[config.mk]
export PLATFORM = sky130hd
export DESIGN_NAME = filtered_image_writer_flat
export DESIGN_NICKNAME = d
export VERILOG_FILES = /design/src/rtl/gabor_pkg.sv /design/src/rtl/filtered_image_writer_if.sv /design/src/rtl/filtered_image_writer_result_quantizer.sv /design/src/rtl/filtered_image_writer.sv /design/src/flat_wrapper.sv
export SDC_FILE = /design/constraint.sdc
export NUM_CORES = 1
export LEC_CHECK = 0
export CAP_MARGIN = 40
export CELL_PAD_IN_SITES_DETAIL_PLACEMENT = 2
export CELL_PAD_IN_SITES_GLOBAL_PLACEMENT = 2
export CORE_MARGIN = 3
export CORE_UTILIZATION = 26
export DETAILED_ROUTE_END_ITERATION = 6
export PLACE_DENSITY_LB_ADDON = 0.1
export SYNTH_ARGS = -nofsm -noshare
export SYNTH_HDL_FRONTEND = slang
export SYNTH_HIERARCHICAL = 1
export SYNTH_SLANG_ARGS = --single-unit
[constraint.sdc]
create_clock -name clock -period 4.05 [get_ports clock]
set_input_delay 0.81 -clock clock [delete_from_list [all_inputs] [get_ports clock]]
set_output_delay 0.81 -clock clock [all_outputs]
set_load 0.02 [all_outputs]
[src/rtl/gabor_pkg.sv]
// gabor_pkg: shared orientation codes, default widths and writer FSM states
package gabor_pkg;
  localparam int NUM_ORIENT = 6;
  localparam logic [2:0] ORIENT_30 = 3'd0;
  localparam logic [2:0] ORIENT_60 = 3'd1;
  localparam logic [2:0] ORIENT_90 = 3'd2;
  localparam logic [2:0] ORIENT_120 = 3'd3;
  localparam logic [2:0] ORIENT_150 = 3'd4;
  localparam logic [2:0] ORIENT_180 = 3'd5;
  localparam logic [2:0] ORIENT_MAX = 3'd6;
  localparam int RESULT_WIDTH = 22;
  localparam int PIXEL_WIDTH = 8;
  localparam int PIX_ADDR_WIDTH = 18;
  localparam int IMG_PIXELS = 262144;
  localparam int SCALE_SHIFT = 6;
  typedef enum logic [1:0] {IDLE, WRITE, ADVANCE} state_t;
endpackage

[src/rtl/filtered_image_writer_if.sv]
// filtered_image_writer_if: result handshake and filtered-image BRAM write port
interface filtered_image_writer_if import gabor_pkg::*; #(
  parameter int result_width = RESULT_WIDTH,
  parameter int pixel_width = PIXEL_WIDTH,
  parameter int pix_addr_width = PIX_ADDR_WIDTH
);
  logic res_valid;
  logic res_ready;
  logic signed [result_width-1:0] res_30, res_60, res_90, res_120, res_150, res_180;
  logic BRAM_we;
  logic [pix_addr_width+2:0] BRAM_fil_img_addr;
  logic [pixel_width-1:0] BRAM_fil_img_din;
  logic frame_done;
  logic overrun;
  modport master (
    output res_valid, res_30, res_60, res_90, res_120, res_150, res_180,
    input res_ready, BRAM_we, BRAM_fil_img_addr, BRAM_fil_img_din, frame_done, overrun
  );
  modport slave (
    input res_valid, res_30, res_60, res_90, res_120, res_150, res_180,
    output res_ready, BRAM_we, BRAM_fil_img_addr, BRAM_fil_img_din, frame_done, overrun
  );
endinterface

[src/rtl/filtered_image_writer_result_quantizer.sv]
// result_quantizer: |res| >> scale_shift, saturated to the pixel range
module result_quantizer import gabor_pkg::*; #(
  parameter int result_width = RESULT_WIDTH,
  parameter int pixel_width = PIXEL_WIDTH,
  parameter int scale_shift = SCALE_SHIFT
) (
  input logic signed [result_width-1:0] res,
  output logic [pixel_width-1:0] pix
);
  localparam logic [result_width:0] PIX_MAX = {{(result_width+1-pixel_width){1'b0}}, {pixel_width{1'b1}}};
  logic [result_width:0] ext, mag, shifted;
  // one extra bit so the most negative input has a representable magnitude
  assign ext = {res[result_width-1], res};
  assign mag = res[result_width-1] ? -ext : ext;
  assign shifted = mag >> scale_shift;
  assign pix = shifted > PIX_MAX ? {pixel_width{1'b1}} : shifted[pixel_width-1:0];
endmodule

[src/rtl/filtered_image_writer.sv]
// filtered_image_writer: quantizes six orientation results and writes them to the filtered-image BRAM.
// Define GABOR_MAX_ORIENT_EN to append a seventh write (code 6) holding the max of the six pixels.
module filtered_image_writer import gabor_pkg::*; #(
  parameter int result_width = RESULT_WIDTH,
  parameter int pixel_width = PIXEL_WIDTH,
  parameter int pix_addr_width = PIX_ADDR_WIDTH,
  parameter int img_pixels = IMG_PIXELS,
  parameter int scale_shift = SCALE_SHIFT
) (
  input logic clock,
  input logic reset,
  filtered_image_writer_if.slave bus
);
`ifdef GABOR_MAX_ORIENT_EN
  localparam logic [2:0] LAST = ORIENT_MAX;
  logic [pixel_width-1:0] max_r;
`else
  localparam logic [2:0] LAST = ORIENT_180;
`endif
  state_t state, state_n;
  logic [2:0] cnt, cnt_n;
  logic [pix_addr_width-1:0] idx, idx_n;
  logic signed [result_width-1:0] cap [NUM_ORIENT];
  logic signed [result_width-1:0] q_in;
  logic [pixel_width-1:0] q_out;
  logic we_r, we_n;
  logic [pix_addr_width+2:0] addr_r, addr_n;
  logic [pixel_width-1:0] din_r, din_n;
  logic overrun_r, last_pix;
  assign last_pix = idx == pix_addr_width'(img_pixels - 1);
  // outputs are registered, so each write's data is quantized one cycle ahead:
  // the live res_30 on accept, then the next captured orientation
  assign q_in = state == IDLE ? bus.res_30 : cap[cnt < ORIENT_180 ? cnt + 3'd1 : 3'd0];
  result_quantizer #(
    .result_width(result_width),
    .pixel_width(pixel_width),
    .scale_shift(scale_shift)
  ) u_quant (
    .res(q_in),
    .pix(q_out)
  );
  always_comb begin
    state_n = state;
    cnt_n = cnt;
    idx_n = idx;
    we_n = 1'b0;
    addr_n = addr_r;
    din_n = din_r;
    unique case (state)
      IDLE: if (bus.res_valid) begin
        state_n = WRITE;
        cnt_n = ORIENT_30;
        we_n = 1'b1;
        addr_n = {ORIENT_30, idx};
        din_n = q_out;
      end
      WRITE: if (cnt == LAST) state_n = ADVANCE;
      else begin
        cnt_n = cnt + 3'd1;
        we_n = 1'b1;
        addr_n = {cnt_n, idx};
`ifdef GABOR_MAX_ORIENT_EN
        din_n = cnt == ORIENT_180 ? max_r : q_out;
`else
        din_n = q_out;
`endif
      end
      ADVANCE: begin
        state_n = IDLE;
        idx_n = last_pix ? '0 : idx + 1'b1;
      end
      default: state_n = IDLE;
    endcase
  end
  always_ff @(posedge clock) begin
    if (reset) begin
      state <= IDLE;
      cnt <= '0;
      idx <= '0;
      we_r <= 1'b0;
      addr_r <= '0;
      din_r <= '0;
      overrun_r <= 1'b0;
      cap <= '{default: '0};
    end else begin
      state <= state_n;
      cnt <= cnt_n;
      idx <= idx_n;
      we_r <= we_n;
      addr_r <= addr_n;
      din_r <= din_n;
      if (state == IDLE && bus.res_valid)
        cap <= '{bus.res_30, bus.res_60, bus.res_90, bus.res_120, bus.res_150, bus.res_180};
      if (state != IDLE && bus.res_valid) overrun_r <= 1'b1;
    end
  end
`ifdef GABOR_MAX_ORIENT_EN
  always_ff @(posedge clock) begin
    if (reset) max_r <= '0;
    else if (state == IDLE && bus.res_valid) max_r <= q_out;
    else if (state == WRITE && cnt < ORIENT_180) max_r <= q_out > max_r ? q_out : max_r;
  end
`endif
  assign bus.res_ready = state == IDLE;
  assign bus.frame_done = state == ADVANCE && last_pix;
  assign bus.BRAM_we = we_r;
  assign bus.BRAM_fil_img_addr = addr_r;
  assign bus.BRAM_fil_img_din = din_r;
  assign bus.overrun = overrun_r;
endmodule
[src/flat_wrapper.sv]
// flat-port wrapper written by rule: the top's interface ports become plain ports
module filtered_image_writer_flat import gabor_pkg::*;
#(
  parameter int result_width = RESULT_WIDTH,
  parameter int pixel_width = PIXEL_WIDTH,
  parameter int pix_addr_width = PIX_ADDR_WIDTH,
  parameter int img_pixels = IMG_PIXELS,
  parameter int scale_shift = SCALE_SHIFT
)
  (clock, reset, bus_res_valid, bus_res_30, bus_res_60, bus_res_90, bus_res_120, bus_res_150, bus_res_180, bus_res_ready, bus_BRAM_we, bus_BRAM_fil_img_addr, bus_BRAM_fil_img_din, bus_frame_done, bus_overrun);
  filtered_image_writer_if #(.result_width(result_width), .pixel_width(pixel_width), .pix_addr_width(pix_addr_width)) bus_i ();
  input logic clock;
  input logic reset;
  input wire logic [$bits(bus_i.res_valid)-1:0] bus_res_valid;
  input wire logic [$bits(bus_i.res_30)-1:0] bus_res_30;
  input wire logic [$bits(bus_i.res_60)-1:0] bus_res_60;
  input wire logic [$bits(bus_i.res_90)-1:0] bus_res_90;
  input wire logic [$bits(bus_i.res_120)-1:0] bus_res_120;
  input wire logic [$bits(bus_i.res_150)-1:0] bus_res_150;
  input wire logic [$bits(bus_i.res_180)-1:0] bus_res_180;
  output wire logic [$bits(bus_i.res_ready)-1:0] bus_res_ready;
  output wire logic [$bits(bus_i.BRAM_we)-1:0] bus_BRAM_we;
  output wire logic [$bits(bus_i.BRAM_fil_img_addr)-1:0] bus_BRAM_fil_img_addr;
  output wire logic [$bits(bus_i.BRAM_fil_img_din)-1:0] bus_BRAM_fil_img_din;
  output wire logic [$bits(bus_i.frame_done)-1:0] bus_frame_done;
  output wire logic [$bits(bus_i.overrun)-1:0] bus_overrun;
  assign bus_i.res_valid = bus_res_valid;
  assign bus_i.res_30 = bus_res_30;
  assign bus_i.res_60 = bus_res_60;
  assign bus_i.res_90 = bus_res_90;
  assign bus_i.res_120 = bus_res_120;
  assign bus_i.res_150 = bus_res_150;
  assign bus_i.res_180 = bus_res_180;
  assign bus_res_ready = bus_i.res_ready;
  assign bus_BRAM_we = bus_i.BRAM_we;
  assign bus_BRAM_fil_img_addr = bus_i.BRAM_fil_img_addr;
  assign bus_BRAM_fil_img_din = bus_i.BRAM_fil_img_din;
  assign bus_frame_done = bus_i.frame_done;
  assign bus_overrun = bus_i.overrun;
  filtered_image_writer #(.result_width(result_width), .pixel_width(pixel_width), .pix_addr_width(pix_addr_width), .img_pixels(img_pixels), .scale_shift(scale_shift)) u_core (.clock(clock), .reset(reset), .bus(bus_i));
endmodule
======== Word level (Yosys, flattened, before mapping) ========
Cells that the tools add are included.
storage, ports and cells
  flip-flop bits (word level) ............. 186
  input bits .............................. 135
  output and inout bits ................... 33
  logic and storage cells ................. 58
operators by class
  add/subtract/negate cells ............... 3
  magnitude comparators ................... 3
  eq/ne operators ......................... 7
  multiplexer cells ....................... 23
  bitwise gates (word level) .............. 1
  reduce and logical (&&, ||, !) cells .... 8
operator list
  kind                     count
  $bmux W22 S3             1
  $mux W22                 3
  $mux W21                 2
  $pmux W21 S2             1
  $mux W8                  3
  $mux W23                 1
  $neg A23 Y23             1
  $add A18 B1 Y18 const B  1
  $eq A18 B18 Y1 const B   1
  $mux W18                 1
  $gt A17 B8 Y1 const B    1
  $pmux W8 S2              1
  $mux W3                  3
  $pmux W3 S2              1
  $ge A4 B4 Y1 const B     1
  $mux W2                  2
  $ne A2 B2 Y1 const B     2
  $not A3 Y4               1
  $pmux W2 S2              1
  $reduce_bool A2 Y1       2
  $add A3 B1 Y3 const B    1
  $eq A3 B3 Y1 const B     1
  $logic_and A1 B1 Y1      3
  $lt A3 B3 Y1 const B     1
  other kinds (8)          9

======== Depth between registers and ports, before layout ========
  word-level depth ........................ 13
  mapped depth ............................ 17
  depth with buffers taken out ............ 14

======== Modules after synthesis ========
The synthesis kept the hierarchy.
by module, submodules not included
  module                 instances  cells each  area each (µm²)  sequential area each (µm²)
  filtered_image_writer  1          982         7,691.1          3,663.5
  result_quantizer       1          70          486.7            0.0

======== Least setup slack after synthesis ========
Ideal clock, no wire load.
  kind .................................... reg2reg
  start ................................... reg u_core.cnt[1]
  end ..................................... reg u_core.din_r[6], in the netlist u_core/bus.BRAM_fil_img_din[6]
  setup time .............................. 132 ps
  data arrival time ....................... 3,834 ps
  required time ........................... 3,918 ps
  slack ................................... 83 ps
  cell stages (with the launch flop) ...... 17
  buffers on the path ..................... 3
  clock period less this slack ............ 3,967 ps
  path through ............................ dfxtp_1 > inv_1 > ha_1 > clkbuf_1 > or3b_2 > clkbuf_1 > o221ai_1 > o221ai_1 > nor4_4 > nand4_2 > buf_6 > nor4_4 > o32ai_2 > a2111oi_4 > nand2_1 > nand2_1 > a21oi_1
on the way
  cells in the longest elaborated chain, start to end .. 13
  elaborated cells between the ends (all ways) .. 18
  classes of those cells .................. 2 x add/sub; 2 x order compare; 2 x eq/ne; 10 x mux; 1 x bitwise; 1 x reduce/logical
ends and longest elaborated chain
  item                                           line                                                      text
  start, declared                                filtered_image_writer.sv:21                               logic [2:0] cnt, cnt_n;
  start signal, assigned                         filtered_image_writer.sv:87                               cnt <= cnt_n;
  $add A3 B1 Y3 or $lt A3 B3 Y1 (tied branches)  filtered_image_writer.sv:33                               assign q_in = state == IDLE ? bus.res_30 : cap[cnt < ORIENT_180 ? cnt + 3'd1 : 3'd0];
  $mux W3 (*)                                    filtered_image_writer.sv:33
  $not A3 Y4 (*)                                 filtered_image_writer.sv:33
  $bmux W22 S3 (*)                               filtered_image_writer.sv:33
  $mux W22 (*) (3 in series)                     filtered_image_writer.sv:33
  via u_core.q_in[2]                             filtered_image_writer.sv:24                               logic signed [result_width-1:0] q_in;
  $neg A23 Y23 (*)                               filtered_image_writer_result_quantizer.sv:14              assign mag = res[result_width-1] ? -ext : ext;
  $mux W23 (*)                                   filtered_image_writer_result_quantizer.sv:14
  $gt A17 B8 Y1                                  filtered_image_writer_result_quantizer.sv:16              assign pix = shifted > PIX_MAX ? {pixel_width{1'b1}} : shifted[pixel_width-1:0];
  $mux W8 (*)                                    filtered_image_writer_result_quantizer.sv:16
  $mux W8, on equally long branches              filtered_image_writer.sv:57, filtered_image_writer.sv:50
  $pmux W8 S2 (*)                                filtered_image_writer.sv:49                               unique case (state)
  via u_core.din_n[6]                            filtered_image_writer.sv:28                               logic [pixel_width-1:0] din_r, din_n;
  end signal, assigned                           filtered_image_writer.sv:91                               din_r <= din_n;
  end, declared                                  filtered_image_writer.sv:28
The timed path passes the listed nets; every way through them passes the cells marked *. The select of a mux whose other input is x is not followed.
A chain may end at the register's enable or synchronous reset.

======== Worst setup path after layout ========
  start ................................... reg u_core.cnt[0]
  end ..................................... reg u_core.din_r[0], in the netlist u_core/bus.BRAM_fil_img_din[0]
on the way
  cells in the longest elaborated chain, start to end .. 13
  elaborated cells between the ends (all ways) .. 18
  classes of those cells .................. 2 x add/sub; 2 x order compare; 2 x eq/ne; 10 x mux; 1 x bitwise; 1 x reduce/logical
ends and longest elaborated chain
  item                                           line
  $add A3 B1 Y3 or $lt A3 B3 Y1 (tied branches)  filtered_image_writer.sv:33
  $mux W3 (*)                                    filtered_image_writer.sv:33
  $not A3 Y4 (*)                                 filtered_image_writer.sv:33
  $bmux W22 S3 (*)                               filtered_image_writer.sv:33
  $mux W22 (*) (3 in series)                     filtered_image_writer.sv:33
  via u_core.q_in[21]                            filtered_image_writer.sv:24
  $neg A23 Y23                                   filtered_image_writer_result_quantizer.sv:14
  $mux W23 (*)                                   filtered_image_writer_result_quantizer.sv:14
  $gt A17 B8 Y1                                  filtered_image_writer_result_quantizer.sv:16
  $mux W8 (*)                                    filtered_image_writer_result_quantizer.sv:16
  $mux W8, on equally long branches              filtered_image_writer.sv:57, filtered_image_writer.sv:50
  $pmux W8 S2 (*)                                filtered_image_writer.sv:49
  via u_core.din_n[0]                            filtered_image_writer.sv:28
Marks and branches as above.

==> summary.md <==
| Metric | Value |
|---|---|
| Status | `completed` |
| Post-synthesis mux area share | `5.63%` |
| Ys flop type | `dfxtp_1` |
| Pin count of the biggest net entering global routing | `67` |
| Power, Total | `4.43 mW` |
| H-tree Lvls | `4` |
| Placer's final routability congestion estimate | `approximately 0.8` |
| Starting Density | `26.5%` |
| Mapped cell area | `about 0.008 mm²` |
| Drt first pass iters | `4` |
| Area Growth Syn to Fin | `37.4%` |
| GRT overflow | `0` |
| Peak VDD IR | `roughly 0.28 mV` |
| Die ar. | `~0.034 mm²` |
| Core Region | `~0.031 mm²` |
| Util after Layout | `36.4%` |
| Worst EP required | `approximately 4400 ps` |
| Non-filler instance count after layout | `1619` |
| Vias in the first global route | `8416` |
| Crit path max-delay family | `simple AND/OR/NAND/NOR gates` |
| First DRT Iteration DRCs | `320` |
| Die Span X | `183 µm` |
| Slew Limit Fails | `0` |
| Vias per inst | `just under 5` |
| Worst Setup End Kind | `register` |
| Row cnt | `64` |
| Initial antenna violation count | `0` |
| Port Buf Inserts | `167` |
| Wirelength per Cell | `19.2 µm` |
| Largest family of logic cells by synthesized area | `simple AND/OR/NAND/NOR gates` |
| Leak Pwr | `4.31 nW` |
| Max Freq | `~260 MHz` |
| Total wire length | `between 30 and 40 mm` |
| Mapped Cells | `1052` |
| Crit-path max cell delay | `600 ps` |
| Register bit total from synthesis | `183` |
| Setup Skew | `11.9 ps` |
| Setup CP Type | `reg -> reg` |
| Clk_lat worst skew | `roughly 430 ps` |
| Global-route wire length before repair | `between 40 and 50 mm` |
| Max FO, Critical Path | `16` |
| Diode count | `0` |
| Layout cells sized above 1 | `10.3%` |
| Slowest-stage cell, CP | `or3b_2` |
| Nets | `1348` |
| Synth Area in Compound Gates | `17.6%` |
| Vias | `7983` |
| Register area share after synthesis | `44.8%` |
| Post-synth EDFFs | `0` |
| Synth Area in Simple Gates | `24.9%` |
| DRC | `0` |
| Endpoints failing setup | `0` |
| CTS max path bufs | `2` |
| Avg Cell Area, Syn | `7.77 µm²` |
| Adder-Cell Fraction of Synth Area | `0.459%` |
| Tightest Hold Check Type | `reg -> reg` |
| CP dominant cell by count | `nand2_1` |
| Placed cell count | `between 1500 and 2000` |
| # IOs | `168` |
| Worst EP arrival | `4180 ps` |
| Synth warn | `6` |
| Maxcap violations | `0` |
| Root buf cell | `clkbuf_16` |
| CTS tree | `yes` |
| Type of origin of the critical path | `register` |
| Max-Slew Margin vs Limit | `between 50% and 60%` |
| Worst hold margin | `around 450 ps` |
| Final Cycle Share | `95.8%` |
| Clk slew on worst S/H paths | `80 ps` |
| Die extent in y | `between 150 and 200 µm` |
| Minimum clock period after layout | `3880 ps` |
| Clk sink count | `183` |
| CP Cell Sequence | `buf_6 -> ha_1 -> nor3_2 -> a21oi_4 -> or3b_2 -> buf_4 -> o221ai_1 -> buf_6 -> and3_1 -> nand2_1 -> nor2_1 -> a211oi_1 -> a2111oi_4 -> buf_4 -> nand2_1 -> nand2_1 -> a21oi_1` |
| HPWL Detailed | `22.0 mm` |
| Synth async-reset ratio | `0%` |
| Power per cell area | `394 mW/mm²` |
| Antenna Nets Post-Route | `0` |
| Gr usage total | `about 18%` |
| Netlist cell types | `54` |
| Mapped Nets | `between 1000 and 1500` |
| CTS Buf Count | `17` |
| Worst Tran Pin Value | `690 ps` |
| Post-Synth XOR/XNOR Area | `2.25%` |
| Total negative slack | `0 ps` |
| Final hold viol count | `0` |
| Buffers and inverters on the worst path | `4` |
## final cells by class
type	count	area, µm²
Fill cell	3533	19600
Multi-Input combinational cell	786	4340
Sequential cell	183	3660
Timing Repair Buffer	217	2150
Tap cell	396	495
Clock buffer	18	439
Clock inverter	14	133
Inverter	5	18.8
## through the flow
step                      area (µm²)  setup slack, ps
after CTS                      11000             78.2
after global placement         10300              145
after detailed placement       10400            -39.7
final                          11200              171
after global routing           11200            -50.8
after floorplan                 8180             83.4
## worst paths after layout
check | startpoint | endpoint | slack [ps] | cells after the start
worst min-delay path | u_core/bus.overrun | u_core/bus.overrun | 450 | 2
worst max register to register | u_core/cnt[0] | u_core/bus.BRAM_fil_img_din[0] | 170 | 17
worst max-delay path | u_core/cnt[0] | u_core/bus.BRAM_fil_img_din[0] | 170 | 17
worst min register to register | u_core/bus.overrun | u_core/bus.overrun | 450 | 2
## cell usage in the layout (no fill, tap or decap), types with 3 or more instances in the layout
master	n
clkinvlp_4	3
xnor2_1	10
nand4_1	3
o21ai_0	6
nor4_1	6
nor3_1	12
nand2b_1	3
o31ai_1	3
buf_12	3
or3b_4	5
inv_6	4
o221ai_2	7
clkbuf_16	18
a21oi_1	163
inv_1	5
nor4_4	3
dfxtp_1	183
nand4b_1	3
nor2_1	26
o221ai_1	37
nand3_1	6
a21oi_4	3
nand2_1	384
buf_6	3
buf_4	42
clkdlybuf4s50_1	166
mux2i_1	46
nor2_2	3
inv_8	4
xor2_1	11
## state kept, by name, indices dropped and copies added, names as in the netlist
name	count
u_core/cap	132
u_core/bus.BRAM_fil_img_addr	18
u_core/idx	18
u_core/bus.BRAM_fil_img_din	8
u_core/cnt	3
u_core/state	2
u_core/bus.BRAM_we	1
u_core/bus.overrun	1
## synthesized netlist by cell type, types with 2 or more instances
master    number  area (µm²)
a21oi_1      166         831
buf_2         20         100
and2_1         2        12.5
or3b_2         3        26.3
xnor2_1       10        87.6
nor3b_1        2        15.0
a22o_1         2        17.5
buf_1          2        7.51
clkbuf_1      57         214
nand2b_1       3        18.8
or3_1          3        18.8
ha_1           3        37.5
nand4_2        2        25.0
nand2_1      384        1440
nor4_4         3        63.8
o21a_1         2        15.0
mux2i_1       46         460
inv_1          5        18.8
xor2_1        11        96.3
o31ai_1        3        22.5
o221ai_1      44         385
nand4_1        3        18.8
nor3_1        14        70.1
nor4_1         7        43.8
nor2_1        29         109
nand3_1        7        35.0
nor2b_1        2        12.5
dfxtp_1      183        3660
o21ai_0        7        35.0
nand4b_1       3        26.3
## logic make-up (layout without fill, tap and decap cells)
kind of cell    after synthesis  in the layout
buf+inv                      86            254
simple gates                477            480
flops                       183            183
fa+ha+maj                     3              3
mux                          46             46
compound gates              236            236
xor+xnor                     21             21
## metal layers
| layer | GRT usage (%) | routed length [µm] | part of all wire (%) |
|---|---|---|---|
| met1 | 23.5 | 14300 | 46 |
| met3 | 2.58 | 951 | 3.1 |
| met4 | 4.05 | 357 | 1.2 |
| met2 | 31.7 | 15400 | 50 |
| met5 | 0 | 0 | 0 |
## timing repair
item / 4_1_cts / 5_1_grt
setup endpoints to repair: 8 / 8
hold buffers: 0 / 0
pin swaps: 0 / 5
gates resized for setup: 3 / 29
buffers inserted: 0 / 9
gates cloned: 0 / 4
endpoints found under the hold margin: 0 / 0
## report_power, final
group	leakage [nW]	switching, mW	internal, mW
Clock	0.274	0.837	0.834
Combinational	2.54	0.457	0.353
Sequential	1.50	0.0541	1.89
## worst register-to-register path, delay by kind of cell (launching register included)
family                     cells  cell delay, ps
AOI/OAI and AO/OA              5             950
adders and majority gates      1             250
buffers and inverters          4             770
DFF                            1             330
and+or+nand+nor                7            1440
(Power assumes the default switching activity.)
